File: src/rtl/bus_grant.sv
// bus_grant: registered round-robin grant generator feeding the bus mux gate.
//
// The design locks the grant onto the current requester for its whole burst.
// When HOLD_MAX is non-zero, the grant is released after HOLD_MAX consecutive
// cycles if another port is waiting. A new winner is chosen by a round-robin
// search. The search starts at the pointer and moves in ascending order,
// wrapping around from the top port back to port 0.
//
// Ports:
//   clk          system clock, every register updates on its rising edge
//   rst          synchronous reset, active high; it overrides every other input
//   request      bit i high means port i wants the bus (held for the whole burst)
//   grant        registered gate vector for the mux: either zero or one-hot
//   grant_index  binary index of the set grant bit, 0 when nothing is granted
//   grant_valid  high whenever a grant bit is set
module bus_grant #(
    parameter int DATA_NUM    = 4,
    parameter int HOLD_MAX    = 0,
    parameter int INDEX_WIDTH = 2
) (
    input  logic                   clk,
    input  logic                   rst,
    input  logic [DATA_NUM-1:0]    request,
    output logic [DATA_NUM-1:0]    grant,
    output logic [INDEX_WIDTH-1:0] grant_index,
    output logic                   grant_valid
);

    // The counter only has to hold values up to HOLD_MAX. When HOLD_MAX is 0
    // the counter is never used, so a single bit is kept to give it a legal width.
    localparam int                   CNT_W      = (HOLD_MAX > 0) ? $clog2(HOLD_MAX + 1) : 1;
    localparam logic [CNT_W-1:0]     HOLD_LIM   = CNT_W'(HOLD_MAX);
    localparam logic [CNT_W-1:0]     CNT_MAX    = '1;
    localparam logic [INDEX_WIDTH:0] PORT_COUNT = (INDEX_WIDTH + 1)'(DATA_NUM);
    localparam bit                   TIMEOUT_EN = (HOLD_MAX > 0);

    typedef enum logic {
        S_IDLE,
        S_GRANT
    } state_t;

    state_t                 state_q;
    logic [DATA_NUM-1:0]    grant_q;
    logic [INDEX_WIDTH-1:0] index_q;
    logic                   valid_q;
    logic [INDEX_WIDTH-1:0] ptr_q;
    logic [CNT_W-1:0]       cnt_q;

    // The current holder is masked out of the search. On release its request
    // bit is already low, so the mask has no effect. On timeout the mask makes
    // the search look only at the other ports. In IDLE grant_q is zero, so every
    // request is searched.
    logic [DATA_NUM-1:0]    search_req;
    logic [INDEX_WIDTH-1:0] cand_idx [DATA_NUM];
    logic [DATA_NUM-1:0]    cand_hit;
    logic [DATA_NUM-1:0]    win_onehot_d;
    logic [INDEX_WIDTH-1:0] win_idx_d;
    logic                   win_found;
    logic [INDEX_WIDTH:0]   ptr_inc;
    logic [INDEX_WIDTH-1:0] ptr_d;
    logic [CNT_W-1:0]       cnt_inc;
    logic                   held;
    logic                   timeout;
    logic                   do_load;

    assign search_req = request & ~grant_q;

    // Candidate gi is the port at offset gi from the pointer, taken modulo DATA_NUM.
    for (genvar gi = 0; gi < DATA_NUM; gi++) begin : g_cand
        logic [INDEX_WIDTH:0] sum;
        assign sum          = {1'b0, ptr_q} + (INDEX_WIDTH + 1)'(gi);
        assign cand_idx[gi] = (sum >= PORT_COUNT) ? INDEX_WIDTH'(sum - PORT_COUNT)
                                                  : sum[INDEX_WIDTH-1:0];
        assign cand_hit[gi] = search_req[cand_idx[gi]];
    end

    // Scan from the highest offset down to the lowest. The lowest offset that
    // has a request is written last, so it is the winner.
    always_comb begin
        win_found = 1'b0;
        win_idx_d = '0;
        for (int i = DATA_NUM - 1; i >= 0; i--) begin
            if (cand_hit[i]) begin
                win_found = 1'b1;
                win_idx_d = cand_idx[i];
            end
        end
    end

    for (genvar gi = 0; gi < DATA_NUM; gi++) begin : g_onehot
        assign win_onehot_d[gi] = (win_idx_d == INDEX_WIDTH'(gi));
    end

    assign ptr_inc = {1'b0, win_idx_d} + (INDEX_WIDTH + 1)'(1);
    assign ptr_d   = (ptr_inc == PORT_COUNT) ? '0 : ptr_inc[INDEX_WIDTH-1:0];
    assign cnt_inc = (cnt_q == CNT_MAX) ? cnt_q : cnt_q + CNT_W'(1);

    // held: the current holder is still requesting. If held is low, the holder
    // has released the bus; when release and timeout happen together, release wins.
    assign held    = |(request & grant_q);
    assign timeout = TIMEOUT_EN && held && (cnt_q == HOLD_LIM);
    assign do_load = win_found && (!held || timeout);

    always_ff @(posedge clk) begin
        if (rst) begin
            state_q <= S_IDLE;
            grant_q <= '0;
            index_q <= '0;
            valid_q <= 1'b0;
            ptr_q   <= '0;
            cnt_q   <= '0;
        end else if (do_load) begin
            // New grant: issued from IDLE, after a release, or as a fairness handover.
            state_q <= S_GRANT;
            grant_q <= win_onehot_d;
            index_q <= win_idx_d;
            valid_q <= 1'b1;
            ptr_q   <= ptr_d;
            cnt_q   <= CNT_W'(1);
        end else if (state_q == S_GRANT) begin
            if (!held) begin
                // The holder released and nobody else is waiting.
                state_q <= S_IDLE;
                grant_q <= '0;
                index_q <= '0;
                valid_q <= 1'b0;
                cnt_q   <= '0;
            end else if (timeout) begin
                // Hold limit reached but no other port is waiting:
                // keep the grant and start a new hold window.
                cnt_q <= CNT_W'(1);
            end else begin
                cnt_q <= cnt_inc;
            end
        end
    end

    assign grant       = grant_q;
    assign grant_index = index_q;
    assign grant_valid = valid_q;

endmodule

File: config.mk
export PLATFORM = sky130hd
export DESIGN_NAME = bus_grant
export DESIGN_NICKNAME = d
export VERILOG_FILES = /design/src/rtl/bus_grant.sv
export SDC_FILE = /design/constraint.sdc
export NUM_CORES = 1
export LEC_CHECK = 0
export BUFFER_PORTS_ARGS = -buffer_cell sky130_fd_sc_hd__buf_4
export CAP_MARGIN = 15
export CORE_UTILIZATION = 36
export CTS_CLUSTER_SIZE = 40
export DETAILED_ROUTE_END_ITERATION = 8
export PLACE_DENSITY = 0.62
export SKIP_CTS_REPAIR_TIMING = 1
export SYNTH_ARGS = -nofsm -noshare
export SYNTH_HDL_FRONTEND = slang
export SYNTH_SLANG_ARGS = --single-unit
File: constraint.sdc
create_clock -name clk -period 1.5 [get_ports clk]
set_input_delay 0.15 -clock clk [delete_from_list [all_inputs] [get_ports clk]]
set_output_delay 0.15 -clock clk [all_outputs]
set_load 0.01 [all_outputs]
### Word-level counts from Yosys, hierarchy flattened

Cells that the tools add are included.

* input bits: 6
* register bits: 10
* output and inout port bits: 7

* add/subtract/negate cells: 8
* muxes and demuxes: 33
* order comparisons: 8
* bitwise gates (word level): 3
* reduce and logical (&&, ||, !) cells: 6
* equal/unequal tests: 5

Operators by type and width (count)
* $mux 2: 12
* $mux 1: 14
* $lt 2x3->1 const B: 4
* $mux 4: 3
* $ge 3x3->1 const B: 3
* $and 4x4->4: 2
* $bmux 1 s2: 4
* $sub 2x1->2 const B: 4
* $add 2x1->3 const B: 2
* $add 2x2->3 const B: 2
* $eq 2x2->1 const B: 2
* $not 4->4: 1
* $reduce_or 4->1: 1
* $eq 3x3->1 const B: 1
* $ge 2x3->1 const B: 1
* $eq 2x1->1 const B: 1
* $logic_not 2->1: 1
* $ne 2x1->1 const B: 1
* $reduce_and 2->1: 1
* $reduce_bool 2->1: 1
* $logic_and 1x1->1: 1
* $logic_not 1->1: 1

### Logic depth before layout (Yosys ltp)

Gate-level depths: netlist of run 1.

* depth after elaboration: 12
* depth in mapped cells: 7
* depth with buffers taken out: 7

### Least setup slack after synthesis of run 1

Ideal clock, no wire load.

* path kind: register to register
* from: reg grant_q[2], in the netlist grant[2]
* to: reg ptr_q[1]
* setup time: 0.086 ns
* arrival time: 1.438 ns
* stages on the path, launching flop included: 7
* setup slack: -0.023 ns
* buffers on the path: 0
* clock period less this slack: 1.523 ns
* data required time: 1.414 ns
* cells stage by stage: dfxtp_1 -> nand2b_1 -> o221ai_1 -> a22oi_2 -> inv_1 -> ha_1 -> a211oi_1

* word-level cells in the longest chain between the ends: 11

Ends and longest elaborated chain
* start, declared: RTL line 43 `logic [DATA_NUM-1:0] grant_q;`
* start signal, assigned: RTL line 115 `grant_q <= win_onehot_d;`
* $not 4->4: RTL line 66 `assign search_req = request & ~grant_q;`
* $and 4x4->4: RTL line 66
* $bmux 1 s2: RTL line 74 `assign cand_hit[gi] = search_req[cand_idx[gi]];`
* $mux 1 (implied by the code): RTL line 74
* $mux 2 (4 in a row): RTL line 83 `if (cand_hit[i]) begin`
* $add 2x1->3: RTL line 94 `assign ptr_inc = {1'b0, win_idx_d} + (INDEX_WIDTH + 1)'(1);`
* $eq 3x3->1: RTL line 95 `assign ptr_d = (ptr_inc == PORT_COUNT) ? '0 : ptr_inc[INDEX_WIDTH-1:0];`
* $mux 2: RTL line 95
* end signal, assigned: RTL line 118 `ptr_q <= ptr_d;`
* end, declared: RTL line 46 `logic [INDEX_WIDTH-1:0] ptr_q;`

Parallel ways exist; a longest one is shown, timed or not. The select of a mux whose other input is x is not followed.
A chain may end at the register's enable or synchronous reset.

### Worst setup path after layout of run 1

* from: reg grant_q[1], in the netlist grant[1]
* to: reg ptr_q[1]

The elaborated chain is that of the path after synthesis.

==> results of run 1 <==
## cell usage after synthesis, types with 2 or more instances
library cell,n
a21oi_1,5
a22oi_1,4
and2_1,2
dfxtp_1,10
inv_1,3
nand2_1,5
nand2b_1,4
nor2_1,6
nor2b_1,3
o21ai_1,2
o221ai_1,2
## stage by stage
| stage | area (um^2) | cells | setup WS (ns) | power (mW) |
|---|---|---|---|---|
| final | 767 | 98 | 0.0662 | 1.66 |
| after global routing | 767 | 98 | -0.00331 | 1.79 |
| after CTS | 711 | 97 | -0.0371 | 1.57 |
| after detailed placement | 674 | 93 | -0.0101 | 1.32 |
| after global placement | 674 | 93 | -0.00438 | 1.33 |
| after floorplan | 522 | 61 | 0.00597 | 0.956 |
## path summary, 6_finish.rpt
kind | slack (ns) | cells past startpoint | end
worst max-delay path | 0.07 | 5 | ptr_q[1]
worst min-delay path | 0.12 | 2 | grant[0]
worst max register to register | 0.07 | 5 | ptr_q[1]
worst min register to register | 0.46 | 2 | grant_index[0]
## report_power, final
part           total (mW)  switching [mW]  internal (mW)  leakage, nW
sequential          0.503           0.107          0.396       0.0853
combinational       0.920           0.427          0.494        0.223
clock               0.241          0.0930          0.147       0.0210
total                1.66           0.627           1.04        0.329
## registers in the layout, summed over array words and instances (netlist names), named ones only
register     count
grant            4
ptr_q            2
grant_valid      1
grant_index      2
## per-layer routing
layer / global-route usage [%] / vias to the layer above / part of all wire, %
li1: - / 268 / -
met1: 22.8 / 241 / 47
met2: 29.9 / 12 / 48
met3: 1.70 / 4 / 3.4
met4: 12.9 / 0 / 2.1
met5: 0 / - / 0
## final cells by class
type	count	area [um^2]	area share [%]
inverter	3	11.3	1.47
multi-input combinational	46	338	44.0
timing repair buffer	20	150	19.6
tap	15	18.8	2.45
clock buffer	4	36.3	4.73
sequential	10	213	27.7
## logic make-up (layout without fill, tap and decap cells)
family                   after synthesis  in the layout  share of synthesized area [%]
AO/OA/AOI/OAI                         20             20                           28.8
buffers and inverters                  5             27                           3.90
AND/OR/NAND/NOR                       25             25                           25.9
adder cells (fa/ha/maj)                1              1                           2.44
flip-flops                            10             10                           39.0
## worst reg2reg max path: stages (launching register included)
cell	delay [ns]
dfxtp_4	0.36
nand2b_4	0.16
a311oi_2	0.28
a21oi_2	0.09
ha_1	0.31
a211oi_2	0.16
==> out/results.ini, run 1 <==
[final_layout]
nets=91
syn_to_final_growth_pct=49.5
layout_commonest_cell=buf_4
fillers=125
antenna_cells=0
layout_common_cells=20 x buf_4, 6 x nor2_1, 6 x dfxtp_1
finalCoreUtilization_pct=58.2
drive_gt1_share_pct=48.2

[min_path]
min_from=rst
hold_class=input port to register

[clock_network]
numCtsBuffers=3
clock_latency_ns=0.27
clock-sinks=10
cts_tree=yes
cts.reportedPaths.clkPinSlew_ns=0.07
root_buffer=clkbuf_4
cts-htree-levels=1
cts_buffer_depth=2

[power_and_ir_drop]
power.density_mw_per_mm2=2170
cellLeakagePower_nw=0.329
ir_drop_uv=1010

[synthesis]
synth_edf_count=0
yosysSeqAreaShare_pct=39.0
netlist_area_um2=513
ys_types=26
syn_inst=61
yosys_warnings=0
avgSynthCellArea_um2=8.41
async_reset_ff_share_pct=0
synth.net_count=68
synthTopCellsByArea=dfxtp_1 39%, a22oi_1 5.9%, a21oi_1 4.9%
yosysTopAreaCellShare_pct=39.0
ys_seq_elements=10
synth_top_area_cell=dfxtp_1
synth_ff_type=dfxtp_1

[global_route]
grt_pass1_wl_um=1870
antenna_found_initial=0
grt_pass1_vias=447
grt_overflow=0
grt_start_max_net_pins=11
grt_use_total_pct=18.6

[setup_path]
r2r-start=grant[1]
path_class=register to register
startpoint=grant[1]
crit_buf_inv=0
path_max_fanout=5
max_stage_delay_ns=0.36
startpoint_type=register
path_delay_family=compound AO/OA/AOI/OAI gates
crit_arrival_ns=1.63
worstPathCellList=nand2b_4 -> a311oi_2 -> a21oi_2 -> ha_1 -> a211oi_2
crit_required_ns=1.70
cp-end-kind=register
crit_slowest_cell=dfxtp_4

[drt]
final_antenna_net_count=0
drc=0
first_iter_violations=2
wl_um=1230
via_count=525
first_pass_iters=2
wire_per_inst_um=12.6
viasPerCell=5.36

[timing]
setup_viol=0
hold_violations=0
timing.fmax_mhz=697
period_share_pct=95.6
drv_slew=0
skew_ns=0.00432
fin_crit_ns=1.43
holdWs_ns=0.116
fin_tns_setup_ns=0
tightest_slew_ns=0.263
relSlewSlack_pct=82.5

[floorplan]
die_y_um=39.8
dieArea_mm2=0.00158
pin_count=13
initial_utilization_pct=38.9
die_w_um=39.8
rows=13
coreArea_mm2=0.00132

[place]
gp_congestion=0.777
port_buffers=12
hpwlAfterDp_um=957

[flow_run]
maxCapViolations=0

[run_status]
status=finished clean

Power figures use the tool's default switching activity.
==> inputs of run 2 (changes only) <==
- PLACE_DENSITY: 0.62 -> 0.59
==> out/results.ini, run 2 (synthesized netlist as in run 1, its figures left out) <==
[clock_network]
cts.reportedPaths.clkPinSlew_ns=0.06  ; about the same
clock-sinks=10  ; unchanged
root_buffer=clkbuf_4
clock_latency_ns=0.27  ; about the same
numCtsBuffers=3  ; unchanged
cts_tree=yes
cts_buffer_depth=2  ; unchanged
cts-htree-levels=1  ; unchanged

[setup_path]
path_max_fanout=5  ; unchanged
path_class=register to register
crit_slowest_cell=dfxtp_2
crit_required_ns=1.70  ; about the same
crit_arrival_ns=1.65  ; +0.02 ns
worstPathCellList=nand2b_4 -> a311oi_2 -> a21oi_2 -> or3b_1 -> a21oi_1
max_stage_delay_ns=0.35  ; about the same
startpoint_type=register
cp-end-kind=register

[place]
hpwlAfterDp_um=921  ; -3.8%
gp_congestion=0.730  ; -6.0%
port_buffers=12  ; unchanged
dp_slack_ns=-0.0310  ; -0.0209 ns
placed_area_um2=674  ; unchanged

[global_route]
grt_use_total_pct=19.0  ; +0.42 points
grt_overflow=0  ; unchanged
grt_pass1_wl_um=1900  ; +1.5%
antenna_found_initial=0  ; unchanged
grt_start_max_net_pins=11  ; unchanged
grt_pass1_vias=459  ; +2.7%

[floorplan]
die_w_um=39.8  ; unchanged
dieArea_mm2=0.00158  ; unchanged
pin_count=13  ; unchanged
rows=13  ; unchanged
initial_utilization_pct=38.9  ; unchanged
die_y_um=39.8  ; unchanged
coreArea_mm2=0.00132  ; unchanged

[timing]
rsz0062_at_grt=yes
hold_violations=0  ; unchanged
period_share_pct=96.6  ; +1.0 points
holdWs_ns=0.113  ; -0.00315 ns
fin_crit_ns=1.45  ; +0.0151 ns
worst_slack_ns=0.0512  ; -0.0151 ns
timing.fmax_mhz=690  ; -1.0%
tightest_slew_ns=0.221  ; -0.0414 ns
skew_ns=0.00124  ; -0.00307 ns
setup_viol=0  ; unchanged
relSlewSlack_pct=85.3  ; +2.8 points
drv_slew=0  ; unchanged

[final_layout]
layout_common_cells=20 x buf_4, 6 x nor2_1, 5 x nand2_1, 5 x a21oi_1, 5 x dfxtp_2
largest_reg_flops=4  ; unchanged
antenna_cells=0  ; unchanged
fin_area_um2=773  ; +0.82%
finalCoreUtilization_pct=58.7  ; +0.47 points
nets=91  ; unchanged
syn_to_final_growth_pct=50.7
layout_commonest_cell=buf_4
drive_gt1_share_pct=54.9  ; +6.7 points

[drt]
wl_um=1340  ; +9.0%
first_pass_iters=4  ; +2
first_iter_violations=14  ; +12
via_count=531  ; +1.1%
wire_per_inst_um=13.9  ; +10%
final_antenna_net_count=0  ; unchanged
drc=0  ; unchanged
viasPerCell=5.47  ; +2.2%

[min_path]
hold_class=input port to register

[power_and_ir_drop]
total_power_mw=1.67  ; +0.25%
power.density_mw_per_mm2=2160  ; -0.56%
ir_drop_uv=1010  ; +0.59%
cellLeakagePower_nw=0.323  ; -1.9%

[flow_run]
maxCapViolations=0  ; unchanged

[run_status]
status=finished clean

## run 2: changes by cell type in the layout (fill, tap and decap cells not counted), sizes merged
cell / delta
clkbuf: -1
## run 2: per-stage QoR
stage               setup TNS, ns  instances
floorplan                       0         61
global placement          -0.0362         93
detailed placement        -0.0310         93
CTS                       -0.0604         96
global route              -0.0275         97
finish                          0         97
## run 2: final timing paths
kind	cells after the start	endpoint	slack, ns	start
setup / recovery	5	grant[0]	0.05	grant[1]
hold / removal	2	ptr_q[1]	0.11	rst
setup reg to reg	5	grant[0]	0.05	grant[1]
hold reg to reg	2	grant_index[0]	0.47	grant_index[0]
## run 2: worst max-delay path, delay by kind of cell (launching register included)
kind | cells | cell delay [ns]
simple gates | 2 | 0.51
compound gates | 3 | 0.51
flops | 1 | 0.35
## run 2: metal layers
layer | vias to the layer above | wire (um) | track usage (%)
met2 | 11 | 632 | 27.9
met1 | 250 | 641 | 23.7
met4 | 0 | 23 | 10.3
met3 | 4 | 46 | 6.82
met5 | - | 0 | 0
li1 | 266 | - | -
## run 2: area by class of cell
type / instances / area [um^2]
inverter: 3 / 11.3
tap: 15 / 18.8
timing repair buffer: 20 / 150
clock buffer: 3 / 22.5
fill: 129 / 544
sequential: 10 / 210
multi-input combinational: 46 / 360
## run 2: where the power goes
group          switching (mW)  internal [mW]
combinational           0.449          0.520
clock                  0.0928         0.0929
sequential              0.120          0.393
total                   0.662           1.01
